### src/rtl/bridge_arbiter.sv
// bridge_arbiter: shares one single-outstanding DRAM bridge command port
// between two requesters. Each requester owns a one-deep pending slot; a
// round-robin FSM issues one slot at a time, waits for the bridge
// completion and returns the result to the owner of that slot.
module bridge_arbiter #(
    parameter int ADDR_W = 8,
    parameter int DATA_W = 32
) (
    input  logic                clk,
    input  logic                rst,
    input  logic [1:0]          rq_valid,
    input  logic [1:0]          rq_r_wb,
    input  logic [2*ADDR_W-1:0] rq_addr,
    input  logic [2*DATA_W-1:0] rq_wdata,
    output logic [1:0]          rq_busy,
    output logic [1:0]          rsp_valid,
    output logic [DATA_W-1:0]   rsp_rdata,
    output logic                C_in_valid,
    output logic                C_r_wb,
    output logic [ADDR_W-1:0]   C_addr,
    output logic [DATA_W-1:0]   C_data_w,
    input  logic                C_out_valid,
    input  logic [DATA_W-1:0]   C_data_r
);

    typedef enum logic [1:0] {
        S_IDLE,
        S_ISSUE,
        S_WAIT,
        S_RESP
    } state_e;

    state_e state_q, state_d;
    logic   grant_q, grant_d;
    logic   ptr_q, ptr_d;

    // Pending command slots, one per requester.
    logic [1:0]             slot_full_q, slot_full_d;
    logic [1:0]             slot_r_wb_q, slot_r_wb_d;
    logic [1:0][ADDR_W-1:0] slot_addr_q, slot_addr_d;
    logic [1:0][DATA_W-1:0] slot_wdata_q, slot_wdata_d;

    // Command fields presented to the bridge and the captured response.
    logic              c_r_wb_q, c_r_wb_d;
    logic [ADDR_W-1:0] c_addr_q, c_addr_d;
    logic [DATA_W-1:0] c_data_w_q, c_data_w_d;
    logic [DATA_W-1:0] rsp_rdata_q, rsp_rdata_d;

    // A slot being retired this cycle is free to take a new command.
    always_comb begin
        rq_busy = slot_full_q;
        if (state_q == S_RESP) begin
            rq_busy[grant_q] = 1'b0;
        end
    end

    // Slot bookkeeping: retire the granted slot in RESP, then accept loads
    // (a load in the same cycle overrides the retire).
    always_comb begin
        // NOTE: every combinational output gets a default first so no path leaves it unassigned (no latch).
        slot_full_d  = slot_full_q;
        slot_r_wb_d  = slot_r_wb_q;
        slot_addr_d  = slot_addr_q;
        slot_wdata_d = slot_wdata_q;
        for (int i = 0; i < 2; i++) begin
            if (state_q == S_RESP && grant_q == 1'(i)) begin
                slot_full_d[i] = 1'b0;
            end
            if (rq_valid[i] && !rq_busy[i]) begin
                slot_full_d[i]  = 1'b1;
                slot_r_wb_d[i]  = rq_r_wb[i];
                slot_addr_d[i]  = rq_addr[i*ADDR_W +: ADDR_W];
                slot_wdata_d[i] = rq_wdata[i*DATA_W +: DATA_W];
            end
        end
    end

    // Arbitration FSM: next state, grant, bridge fields and pulse outputs.
    always_comb begin
        state_d     = state_q;
        grant_d     = grant_q;
        ptr_d       = ptr_q;
        c_r_wb_d    = c_r_wb_q;
        c_addr_d    = c_addr_q;
        c_data_w_d  = c_data_w_q;
        rsp_rdata_d = rsp_rdata_q;
        C_in_valid  = 1'b0;
        rsp_valid   = 2'b00;
        case (state_q)
            S_IDLE: begin
                if (|slot_full_q) begin
                    // Both pending: round-robin pointer decides; otherwise the full one.
                    grant_d    = (&slot_full_q) ? ptr_q : ~slot_full_q[0];
                    c_r_wb_d   = slot_r_wb_q[grant_d];
                    c_addr_d   = slot_addr_q[grant_d];
                    c_data_w_d = slot_wdata_q[grant_d];
                    state_d    = S_ISSUE;
                end
            end
            S_ISSUE: begin
                C_in_valid = 1'b1;
                state_d    = S_WAIT;
            end
            S_WAIT: begin
                if (C_out_valid) begin
                    rsp_rdata_d = c_r_wb_q ? C_data_r : '0;
                    state_d     = S_RESP;
                end
            end
            S_RESP: begin
                rsp_valid[grant_q] = 1'b1;
                ptr_d              = ~grant_q;
                state_d            = S_IDLE;
            end
            default: state_d = S_IDLE;
        endcase
    end

    // State and datapath registers.
    always_ff @(posedge clk or posedge rst) begin
        if (rst) begin
            state_q      <= S_IDLE;
            grant_q      <= 1'b0;
            ptr_q        <= 1'b0;
            slot_full_q  <= '0;
            // NOTE: slot payloads are only a few flops, so they are reset too; nothing reads them while empty.
            slot_r_wb_q  <= '0;
            slot_addr_q  <= '0;
            slot_wdata_q <= '0;
            c_r_wb_q     <= 1'b0;
            c_addr_q     <= '0;
            c_data_w_q   <= '0;
            rsp_rdata_q  <= '0;
        end else begin
            // NOTE: non-blocking assignments so every flop samples the pre-edge values.
            state_q      <= state_d;
            grant_q      <= grant_d;
            ptr_q        <= ptr_d;
            slot_full_q  <= slot_full_d;
            slot_r_wb_q  <= slot_r_wb_d;
            slot_addr_q  <= slot_addr_d;
            slot_wdata_q <= slot_wdata_d;
            c_r_wb_q     <= c_r_wb_d;
            c_addr_q     <= c_addr_d;
            c_data_w_q   <= c_data_w_d;
            rsp_rdata_q  <= rsp_rdata_d;
        end
    end

    assign C_r_wb    = c_r_wb_q;
    assign C_addr    = c_addr_q;
    assign C_data_w  = c_data_w_q;
    assign rsp_rdata = rsp_rdata_q;

endmodule

### config.mk
export PLATFORM = sky130hd
export DESIGN_NAME = bridge_arbiter
export DESIGN_NICKNAME = d
export VERILOG_FILES = /design/src/rtl/bridge_arbiter.sv
export SDC_FILE = /design/constraint.sdc
export NUM_CORES = 1
export LEC_CHECK = 0
export CORE_ASPECT_RATIO = 1.25
export CORE_UTILIZATION = 49
export CTS_BUF_LIST = sky130_fd_sc_hd__clkbuf_4
export CTS_CLUSTER_DIAMETER = 60
export DETAILED_ROUTE_END_ITERATION = 10
export GPL_TIMING_DRIVEN = 0
export PLACE_DENSITY = 0.79
export SYNTH_ARGS = -nofsm -noshare
export SYNTH_HDL_FRONTEND = slang
export SYNTH_SLANG_ARGS = --single-unit
### constraint.sdc
create_clock -name clk -period 5.6 [get_ports clk]
set_input_delay 0.56 -clock clk [delete_from_list [all_inputs] [get_ports clk]]
set_output_delay 0.56 -clock clk [all_outputs]
set_load 0.02 [all_outputs]
## Yosys cells after proc, flatten, opt, wreduce, memory -nomap -nowiden

Index checks and enable logic that the tools add are counted.

| storage, ports and cells | value |
|---|---|
| latch bits | 0 |
| output and inout port bits | 78 |
| memories kept | 0 |
| input bits | 119 |
| bits in registers | 161 |
| memory bits (writable) | 0 |
| word-level logic and storage cells | 62 |
| bits in read-only memories | 0 |

| operators by class | value |
|---|---|
| add/subtract/negate cells | 0 |
| multiplexer cells | 20 |
| bitwise gates (word level) | 4 |
| shift-type cells | 0 |
| $mul | 0 |
| divide/modulo/power cells | 0 |
| reduce and logical (&&, ||, !) cells | 15 |
| equality and inequality tests | 5 |
| $lt $le $gt $ge | 3 |

Operators by type and width:

| kind | number |
|---|---|
| $mux 32 | 3 |
| $mux 8 | 2 |
| $mux 1 | 9 |
| $mux 2 | 4 |
| $pmux 2 s4 | 1 |
| $reduce_and 2->1 | 4 |
| $logic_and 1x1->1 | 5 |
| $eq 2x2->1 const B | 2 |
| $lt 1x2->1 const B | 2 |
| $ne 2x2->1 const B | 2 |
| $reduce_bool 2->1 | 2 |
| $and 2x2->2 | 1 |
| $eq 2x1->1 const B | 1 |
| $logic_not 1->1 | 2 |
| $logic_not 2->1 | 1 |
| $not 1->1 | 2 |
| $not 2->2 | 1 |
| $reduce_or 2->1 | 1 |
| $demux 1 s1 | 1 |
| $ge 1x1->1 const B | 1 |

## Logic depth before layout (Yosys ltp)

Gate-level depths: netlist of run 1.

| depth | value |
|---|---|
| depth after elaboration | 10 |
| gate-level depth with buffers | 7 |
| mapped depth without buffers | 5 |

## Worst setup path before layout of run 1

Ideal clock, no wire load.

| timing path | value |
|---|---|
| kind | register to output |
| start point | register state_q[0] |
| end point | output rq_busy[1] |
| arrival | 1058 ps |
| buffers on the path | 0 |
| data required time | 5040 ps |
| setup slack | 3982 ps |
| cell stages (with the launch flop) | 4 |
| path through | dfrtp_1 -> ha_1 -> a21bo_4 -> inv_1 |

| between the ends | value |
|---|---|
| longest elaborated chain between the ends | 2 |

RTL lines:

| what | RTL line | source |
|---|---|---|
| start: declaration | 33 | `state_e state_q, state_d;` |
| start signal: assignment | 136 | `state_q <= state_d;` |
| $eq 2x2->1 | 52 | `if (state_q == S_RESP) begin` |
| $mux 2 | 52 |  |
| end: declaration | 15 | `output logic [1:0] rq_busy,` |

No other way between the ends.

## Final worst setup path of run 1

Ends and elaborated chain as after synthesis.

==> results.sh, run 1 <==
export IMPL_viasPerCell=5.17
export IMPL_worstHoldPathType="in -> async"
export IMPL_grt_use_total=0.245
export IMPL_tightest_slew_ps=530
export IMPL_rrSetupSlack_ps=3770
export IMPL_dp_cells=941
export IMPL_dp_slack_ps=3410
export IMPL_routedWlPerCell_um=17.4
export IMPL_drt_total_wl_um=16900
export IMPL_dp_hpwl_um=12200
export IMPL_yosysSeqAreaShare=0.587
export IMPL_syn_cell_area_um2=6860
export IMPL_critPathCaptureType="output pin"
export IMPL_synth_avg_cell_area_um2=12.1
export IMPL_post_cts_buffers=0
export IMPL_holdBufCountCts=0
export IMPL_h_tree_depth=4
export IMPL_cts_resized=0
export IMPL_core_area_um2=13800
export IMPL_min_period_ps=2750
export IMPL_powerDensity_nw_per_um2=589
export IMPL_drtIter0Drc=298
export IMPL_path_max_fanout=4
export IMPL_finalSetupViolCount=0
export IMPL_cts_sinks=161
export IMPL_critPathLaunchType="flop"
export IMPL_final_setup_skew_ps=21.6
export IMPL_synth_top_cell_area_share=0.587
export IMPL_clk_pin_slew_ps=140
export IMPL_vias=5021
export IMPL_fin_area_um2=9380
export IMPL_dpl_cell_area_um2=9080
export IMPL_ys_flop_type="dfrtp_1"
export IMPL_die_h_um=134
export IMPL_maxSlewHeadroom=0.647
export IMPL_fin_cells=972
export IMPL_slowest_delay_ps=590
export IMPL_setup_tns_ps=0
export IMPL_drt_pass1_iterations=4
export IMPL_power_total_uw=5530
export IMPL_fmax_mhz=364
export IMPL_cap_violations=0
export IMPL_leakage_uw=0.00424
export IMPL_nets=909
export IMPL_synth_cell_types=26
export IMPL_synth_largest_area_cell="dfrtp_1"
export IMPL_yosys_top_cells_count="161 x dfrtp_1, 147 x nand2_1, 70 x mux2_4, 44 x nor2_1, 41 x a31oi_1"
export IMPL_grt_setup_unrepaired="false"
export IMPL_ys_warn_count=0
export IMPL_grt_pass1_wl_um=26900
export IMPL_drive_above_1_share=0.183
export IMPL_fillCellCount=1057
export IMPL_max_vdd_ir_drop_v=0.000275
export IMPL_ys_ff_latch=161
export IMPL_critPathArrivalTime_ps=2190
export IMPL_period_share=0.491
export IMPL_grt_overflow_total=0
export IMPL_synth_edf_count=0
export IMPL_synth_async_reset_ratio=1.00
export IMPL_setup_slack_ps=2850
export IMPL_status="finished, final reports clean"
export IMPL_crit_type="reg -> out"
export IMPL_rows=48
export IMPL_required_ps=5040
export IMPL_gp_congestion=0.862
export IMPL_cp_cell_sequence="ha_1, a21bo_4, inv_1, clkdlybuf4s50_1"
export IMPL_finalHoldViolations=0
export IMPL_grt_max_degree=106
export IMPL_clk_latency_ps=530
export IMPL_cts_tree="done"
export IMPL_io_buffer_count=196
export IMPL_antenna_left=0
export IMPL_drv_slew=0
export IMPL_num_io_pins=197
export IMPL_area_delta_synth_final_pct=36.7
export IMPL_start_util=0.499
export IMPL_antennaDiodeCount=0
export IMPL_cts_buffers=17
export IMPL_grt_pass1_vias=5356
export IMPL_antenna_found_initial=0
export IMPL_die_area_um2=14500
export IMPL_synth_area_leaders="dfrtp_1 59%, mux2_4 15%, nand2_1 8.0%"
export IMPL_yosysMostFrequentCell="dfrtp_1"
export IMPL_synth_net_count=693
export IMPL_drcViolationCount=0
export IMPL_die_x_um=108
export IMPL_cts_root_buf="clkbuf_4"
export IMPL_netlist_instances=569
export IMPL_crit_path_top_delay_cell="clkdlybuf4s50_1"
export IMPL_clk_path_buf_depth=2
[placed cells by master, fill, tap and decap left out, drive strengths merged, types with 2 or more instances in the layout]
cell type / n
clkdlybuf4s50: 196
dfrtp: 161
nand2: 148
mux2: 83
nor2: 44
a31oi: 41
o21ai: 32
clkbuf: 29
buf: 26
inv: 8
ha: 5
clkinv: 4
bufinv: 3
clkinvlp: 3
a21boi: 2
and2: 2
a21oi: 2
a21bo: 2
nand2b: 2
[area by class of cell]
type / count / area [µm²] / area share
tap: 175 / 219 / 0.0233
clock buffer: 19 / 143 / 0.0152
buffer: 35 / 260 / 0.0277
inverter: 6 / 27.5 / 0.00293
sequential: 161 / 4030 / 0.430
clock inverter: 12 / 160 / 0.0171
timing repair buffer: 197 / 1990 / 0.212
multi-input combinational: 367 / 2550 / 0.272
[per-layer routing]
metal | GRT usage | vias up | share of wire
met4 | 0.0708 | 0 | 0.013
met2 | 0.432 | 193 | 0.51
met5 | 0 | - | 0
met3 | 0.0573 | 17 | 0.062
met1 | 0.296 | 2471 | 0.41
li1 | - | 2340 | -
[logic make-up (layout without fill, tap and decap cells)]
| kind of cell | count (synthesis) | in the layout | synth area share |
|---|---|---|---|
| compound gates | 81 | 81 | 0.0740 |
| fa+ha+maj | 5 | 5 | 0.00912 |
| buf+inv | 41 | 269 | 0.0412 |
| flops | 161 | 161 | 0.587 |
| mux | 83 | 83 | 0.174 |
| simple gates | 198 | 198 | 0.114 |
[worst paths after layout]
kind	from	endpoint	depth (start not counted)
min	rst	rsp_rdata[12]	2
max in group asynchronous	rst	slot_wdata_q[35]	3
max	state_q[0]	rq_busy[1]	4
min in group clk	rsp_rdata[8]	rsp_rdata[8]	2
max reg2reg	state_q[0]	rsp_rdata[6]	6
min reg2reg	rsp_rdata[8]	rsp_rdata[8]	2
[state kept, by name, summed over array words and instances (netlist names)]
signal / flops
slot_r_wb_q: 2
slot_full_q: 2
slot_wdata_q: 64
state_q: 2
C_data_w: 32
rsp_rdata: 32
ptr_q: 1
slot_addr_q: 16
C_addr: 8
grant_q: 1
C_r_wb: 1
[power breakdown]
group	internal (µW)	switching, µW	leakage (µW)
Clock	321	412	0.000153
Combinational	1390	1330	0.00217
Sequential	1730	343	0.00192
Total	3440	2090	0.00424
[stage by stage]
step | util | hold WS, ps
after detailed placement | 0.660 | 470
final | 0.682 | 431
after floorplan | - | 479
after global placement | 0.658 | 465
after CTS | 0.682 | 413
after global routing | 0.682 | 422
[critical path, delay by kind of cell (launching register included)]
kind / cells / cell delay (ps)
buffers and inverters: 2 / 650
AOI/OAI and AO/OA: 1 / 280
adders and majority gates: 1 / 300
DFF: 1 / 440
No activity file was read; power rests on OpenSTA's default activity.
==> run 2, diff against run 1 <==
--- a/config.mk
+++ b/config.mk
@@ -6,12 +6,12 @@
 export NUM_CORES = 1
 export LEC_CHECK = 0
 export CORE_ASPECT_RATIO = 1.25
-export CORE_UTILIZATION = 49
+export CORE_UTILIZATION = 45
 export CTS_BUF_LIST = sky130_fd_sc_hd__clkbuf_4
 export CTS_CLUSTER_DIAMETER = 60
 export DETAILED_ROUTE_END_ITERATION = 10
 export GPL_TIMING_DRIVEN = 0
-export PLACE_DENSITY = 0.79
+export PLACE_DENSITY = 0.76
 export SYNTH_ARGS = -nofsm -noshare
 export SYNTH_HDL_FRONTEND = slang
 export SYNTH_SLANG_ARGS = --single-unit
==> constraint.sdc (replaced) <==
create_clock -name clk -period 2.2 [get_ports clk]
set_input_delay 0.22 -clock clk [delete_from_list [all_inputs] [get_ports clk]]
set_output_delay 0.22 -clock clk [all_outputs]
set_load 0.02 [all_outputs]
==> run 2 against run 1 <==
  * Core utilization shrank 5.4 points
  * Non-clock buffer count grew 2
  * Critical path depth is the same
  * Clock power grew 130%
  * Worst setup slack lost 2700 ps
  * Clock skew grew 3.9 ps
  * Flip-flop and latch count is the same
  * Critical path type unchanged
  * Critical endpoint unchanged
  * Largest cell class unchanged
==> results.sh, run 2 (synthesis gave the netlist of run 1 again) <==
export IMPL_combPwrFrac=0.498
export IMPL_critPathArrivalTime_ps=1810
export IMPL_grt_overflow_total=0
export IMPL_fin_cells=983
export IMPL_status="finished, final reports clean"
export IMPL_drcViolationCount=0
export IMPL_vias=4977
export IMPL_clk_path_buf_depth=2
export IMPL_critPathLaunchType="flop"
export IMPL_holdBufCountCts=0
export IMPL_dp_cells=950
export IMPL_critPathCaptureType="output pin"
export IMPL_tightest_slew_ps=889
export IMPL_slowest_delay_ps=440
export IMPL_max_vdd_ir_drop_v=0.000652
export IMPL_area_delta_synth_final_pct=36.8
export IMPL_grt_pass1_wl_um=26900
export IMPL_final_setup_skew_ps=25.6
export IMPL_clk_latency_ps=530
export IMPL_rrSetupSlack_ps=440
export IMPL_antenna_left=0
export IMPL_finalHoldViolations=0
export IMPL_fmax_mhz=493
export IMPL_powerDensity_nw_per_um2=1480
export IMPL_seqPwrFrac=0.380
export IMPL_grt_setup_unrepaired="false"
export IMPL_die_h_um=140
export IMPL_core_area_um2=15000
export IMPL_cts_root_buf="clkbuf_4"
export IMPL_clk_pin_slew_ps=140
export IMPL_worstHoldPathType="in -> async"
export IMPL_cts_resized=5
export IMPL_min_period_ps=2030
export IMPL_cap_violations=0
export IMPL_internal_power_uw=8530
export IMPL_required_ps=1980
export IMPL_drt_pass1_iterations=5
export IMPL_h_tree_depth=4
export IMPL_cts_sinks=161
export IMPL_start_util=0.459
export IMPL_routedWlPerCell_um=17.1
export IMPL_finalSetupViolCount=0
export IMPL_max_flop_register="slot_wdata_q"
export IMPL_reg2reg_from="state_q[0]"
export IMPL_swShare=0.384
export IMPL_reg2reg_to="rsp_rdata[4]"
export IMPL_cts_tree="done"
export IMPL_largest_reg_flops=64
export IMPL_drive_above_1_share=0.189
export IMPL_antenna_found_initial=1
export IMPL_dp_hpwl_um=12200
export IMPL_cts_buffers=17
export IMPL_crit_path_top_delay_cell="dfrtp_1"
export IMPL_drtIter0Drc=263
export IMPL_nets=911
export IMPL_post_cts_buffers=0
export IMPL_mostFrequentLayoutCells="191 x clkdlybuf4s50_1, 161 x dfrtp_1, 147 x nand2_1, 70 x mux2_4, 44 x nor2_1"
export IMPL_gp_congestion=0.855
export IMPL_p_sw_uw=5330
export IMPL_maxSlewHeadroom=0.406
export IMPL_rows=50
export IMPL_final_common_cell="clkdlybuf4s50_1"
export IMPL_drv_slew=0
export IMPL_fillCellCount=1226
export IMPL_leakage_uw=0.00426
export IMPL_die_area_um2=15800
export IMPL_die_x_um=112
export IMPL_drt_total_wl_um=16800
export IMPL_grt_pass1_vias=5214
export IMPL_cp_cell_sequence="ha_2, a21bo_4, inv_1, clkdlybuf4s15_1"
export IMPL_io_buffer_count=196
export IMPL_setup_tns_ps=0
export IMPL_p_clk_frac=0.123
export IMPL_period_share=0.922
export IMPL_grt_max_degree=45
export IMPL_path_max_fanout=4
export IMPL_grt_use_total=0.223
export IMPL_num_io_pins=197
export IMPL_crit_type="reg -> out"
export IMPL_hold_ws_ps=193
export IMPL_viasPerCell=5.06
export IMPL_r2r_cells=5
-- run 2: cell count changes in the layout (fill, tap and decap cells not counted), moves of 2 or more --
cell             delta
bufinv_16           -2
buf_12              +3
clkinvlp_4          +2
dlygate4sd2_1       +3
clkdlybuf4s50_1     -5
-- run 2: critical path: cells and delay by family, from the launching register on --
family	cells	cell delay [ps]
adders and majority gates	1	250
buffers and inverters	2	350
AOI/OAI and AO/OA	1	250
DFF	1	440
-- run 2: final cells by class --
class | count | area [µm²] | area share
clock buffer | 19 | 143 | 0.0152
tap | 182 | 228 | 0.0242
inverter | 6 | 26.3 | 0.00280
antenna | 1 | 2.50 | 0.000266
buffer | 35 | 260 | 0.0277
multi-input combinational | 367 | 2550 | 0.272
sequential | 161 | 4030 | 0.429
clock inverter | 13 | 129 | 0.0137
timing repair buffer | 199 | 2020 | 0.215
-- run 2: per-stage QoR --
step / total power (µW) / worst slack (ps) / instance area (µm²) / util
floorplan: 9650 / -62.8 / 6870 / -
global placement: 12000 / -1240 / 9060 / 0.606
detailed placement: 12300 / 364 / 9120 / 0.610
CTS: 14000 / 7.22 / 9390 / 0.628
global route: 14800 / 32.5 / 9390 / 0.628
finish: 13900 / 172 / 9390 / 0.628
-- run 2: worst max-delay path by stage --
stage,start,endpoint,slack [ps],cells past startpoint
2_1_floorplan,rst,C_addr[0],-60,1
3_3_place_gp,rst,slot_wdata_q[3],-1240,2
3_5_place_dp,state_q[0],rq_busy[1],360,4
4_1_cts,state_q[1],C_in_valid,7,3
5_1_grt,state_q[0],rq_busy[1],30,4
6_report,state_q[0],rq_busy[1],170,4
-- run 2: layer usage --
| metal | wire length, µm | vias to the layer above | global-route usage | part of all wire |
|---|---|---|---|---|
| met1 | 7270 | 2433 | 0.272 | 0.43 |
| met4 | 238 | 0 | 0.0772 | 0.014 |
| met3 | 843 | 17 | 0.0476 | 0.050 |
| li1 | - | 2348 | - | - |
| met2 | 8440 | 179 | 0.389 | 0.50 |
| met5 | 0 | - | 0 | 0 |
-- run 2: power by group through the flow --
| stage | Clock, µW | Sequential (µW) | Combinational [µW] |
|---|---|---|---|
| 2_1_floorplan | 0 | 5830 | 3830 |
| 3_3_place_gp | 0 | 5240 | 6780 |
| 3_5_place_dp | 0 | 5320 | 6990 |
| 4_1_cts | 1760 | 5260 | 6990 |
| 5_1_grt | 1880 | 5420 | 7480 |
| 6_report | 1700 | 5260 | 6900 |
==> run 3, diff against run 2 <==
--- a/config.mk
+++ b/config.mk
@@ -6,12 +6,11 @@
 export NUM_CORES = 1
 export LEC_CHECK = 0
 export CORE_ASPECT_RATIO = 1.25
-export CORE_UTILIZATION = 45
-export CTS_BUF_LIST = sky130_fd_sc_hd__clkbuf_4
+export CORE_UTILIZATION = 43
 export CTS_CLUSTER_DIAMETER = 60
 export DETAILED_ROUTE_END_ITERATION = 10
 export GPL_TIMING_DRIVEN = 0
-export PLACE_DENSITY = 0.76
+export PLACE_DENSITY = 0.73
 export SYNTH_ARGS = -nofsm -noshare
 export SYNTH_HDL_FRONTEND = slang
 export SYNTH_SLANG_ARGS = --single-unit
==> run 3 against run 2 <==
  * Clock skew decreased by 20 ps
  * Combinational power about the same
  * Highest routed layer unchanged
  * Largest cell class unchanged
  * Fmax shrank 3.0%
  * Global-route usage shrank 0.74 points
  * Via count hardly changed
  * Largest power group unchanged
==> results.sh, run 3 (synthesis gave the netlist of run 1 again) <==
export IMPL_status="finished, final reports clean"
export IMPL_required_ps=1980
export IMPL_max_vdd_ir_drop_v=0.000655
export IMPL_crit_start="state_q[0]"
export IMPL_fin_cells=1011
export IMPL_grt_pass1_wl_um=26800
export IMPL_start_util=0.441
export IMPL_dp_cells=980
export IMPL_clk_latency_ps=410
export IMPL_largest_reg_flops=64
export IMPL_antennaDiodeCount=0
export IMPL_clk_pin_slew_ps=60
export IMPL_swShare=0.365
export IMPL_period_share=0.951
export IMPL_drive_above_1_share=0.185
export IMPL_holdBufCountCts=0
export IMPL_critPathLaunchType="flop"
export IMPL_worstHoldPathType="in -> async"
export IMPL_post_cts_buffers=0
export IMPL_nets=911
export IMPL_grt_pass1_vias=5172
export IMPL_crit_type="reg -> out"
export IMPL_min_period_ps=2090
export IMPL_num_io_pins=197
export IMPL_cap_violations=0
export IMPL_antenna_left=0
export IMPL_tightest_slew_ps=893
export IMPL_dp_slack_ps=366
export IMPL_final_common_cell="clkdlybuf4s50_1"
export IMPL_p_sw_uw=5460
export IMPL_mostFrequentLayoutCells="193 x clkdlybuf4s50_1, 161 x dfrtp_1, 147 x nand2_1, 70 x mux2_4, 44 x nor2_1"
export IMPL_maxSlewHeadroom=0.403
export IMPL_cts_resized=3
export IMPL_finalCoreUtilization=0.624
export IMPL_cts_buffers=17
export IMPL_routedWlPerCell_um=17.0
export IMPL_h_tree_depth=4
export IMPL_die_x_um=115
export IMPL_grt_overflow_total=0
export IMPL_finalHoldViolations=0
export IMPL_drt_pass1_iterations=5
export IMPL_internal_power_uw=9520
export IMPL_viasPerCell=4.93
export IMPL_grt_setup_unrepaired="false"
export IMPL_path_max_fanout=4
export IMPL_area_delta_synth_final_pct=41.5
export IMPL_cts_tree="done"
export IMPL_rows=51
export IMPL_cts_sinks=161
export IMPL_dp_hpwl_um=12300
export IMPL_gp_congestion=0.851
export IMPL_combPwrFrac=0.462
export IMPL_critPathArrivalTime_ps=1870
export IMPL_fmax_mhz=478
export IMPL_drcViolationCount=0
export IMPL_grt_max_degree=46
export IMPL_die_h_um=143
export IMPL_final_setup_skew_ps=5.12
export IMPL_critPathCaptureType="output pin"
export IMPL_cts_root_buf="clkbuf_16"
export IMPL_io_buffer_count=196
export IMPL_rrSetupSlack_ps=410
export IMPL_fillCellCount=1295
export IMPL_clk_path_buf_depth=2
export IMPL_max_flop_register="slot_wdata_q"
export IMPL_seqPwrFrac=0.351
export IMPL_antenna_found_initial=0
export IMPL_p_clk_frac=0.187
export IMPL_hold_ws_ps=342
export IMPL_drt_total_wl_um=17200
export IMPL_die_area_um2=16500
export IMPL_grt_use_total=0.215
export IMPL_core_area_um2=15600
export IMPL_vias=4981
export IMPL_finalSetupViolCount=0
export IMPL_leakage_uw=0.00436
export IMPL_setup_slack_ps=108
export IMPL_reg2reg_from="state_q[0]"
export IMPL_powerDensity_nw_per_um2=1540
export IMPL_drtIter0Drc=194
export IMPL_drv_slew=0
[run 3: stage by stage]
step | TNS (ps) | area (µm²) | total power (µW)
5_1_grt | 0 | 9710 | 15900
3_3_place_gp | -207260 | 9090 | 12100
6_report | 0 | 9710 | 15000
3_5_place_dp | 0 | 9150 | 12300
2_1_floorplan | -10120 | 6870 | 9650
4_1_cts | 0 | 9710 | 15100
[run 3: area by class of cell]
cell class              count  area (µm²)  share of cell area
repair buffers            199        2020               0.208
clock inverters            13         129              0.0133
flip-flops and latches    161        4030               0.415
clock buffers              18         429              0.0442
well taps                 212         265              0.0273
inverters                   6        26.3             0.00271
plain buffers              35         260              0.0268
multi-input cells         367        2550               0.263
[run 3: path summary, 6_finish.rpt]
check | cells after the start | endpoint
worst max-delay path | 4 | rsp_valid[0]
worst min-delay path | 2 | rsp_rdata[3]
worst max register to register | 5 | rsp_rdata[1]
worst min register to register | 2 | rsp_rdata[7]
max in group asynchronous | 4 | rsp_rdata[31]
min in group clk | 3 | rsp_rdata[3]
[run 3: power by group through the flow]
stage	Combinational [µW]	Clock, µW	Sequential [µW]
after CTS	7020	2870	5250
after floorplan	3830	0	5830
after detailed placement	7000	0	5290
final	6930	2800	5260
after global placement	6830	0	5230
after global routing	7510	3000	5420
[run 3: metal layers]
layer / global-route usage / vias up / wire [µm]
met5: 0 / - / 0
met4: 0.0602 / 0 / 195
met3: 0.0505 / 20 / 1000
met2: 0.369 / 181 / 8570
met1: 0.270 / 2436 / 7390
li1: - / 2344 / -
[run 3: worst max-delay path: stages (launching register included)]
cell	delay, ps
dfrtp_1	400
ha_1	300
nand2b_4	110
inv_1	60
clkdlybuf4s50_1	590
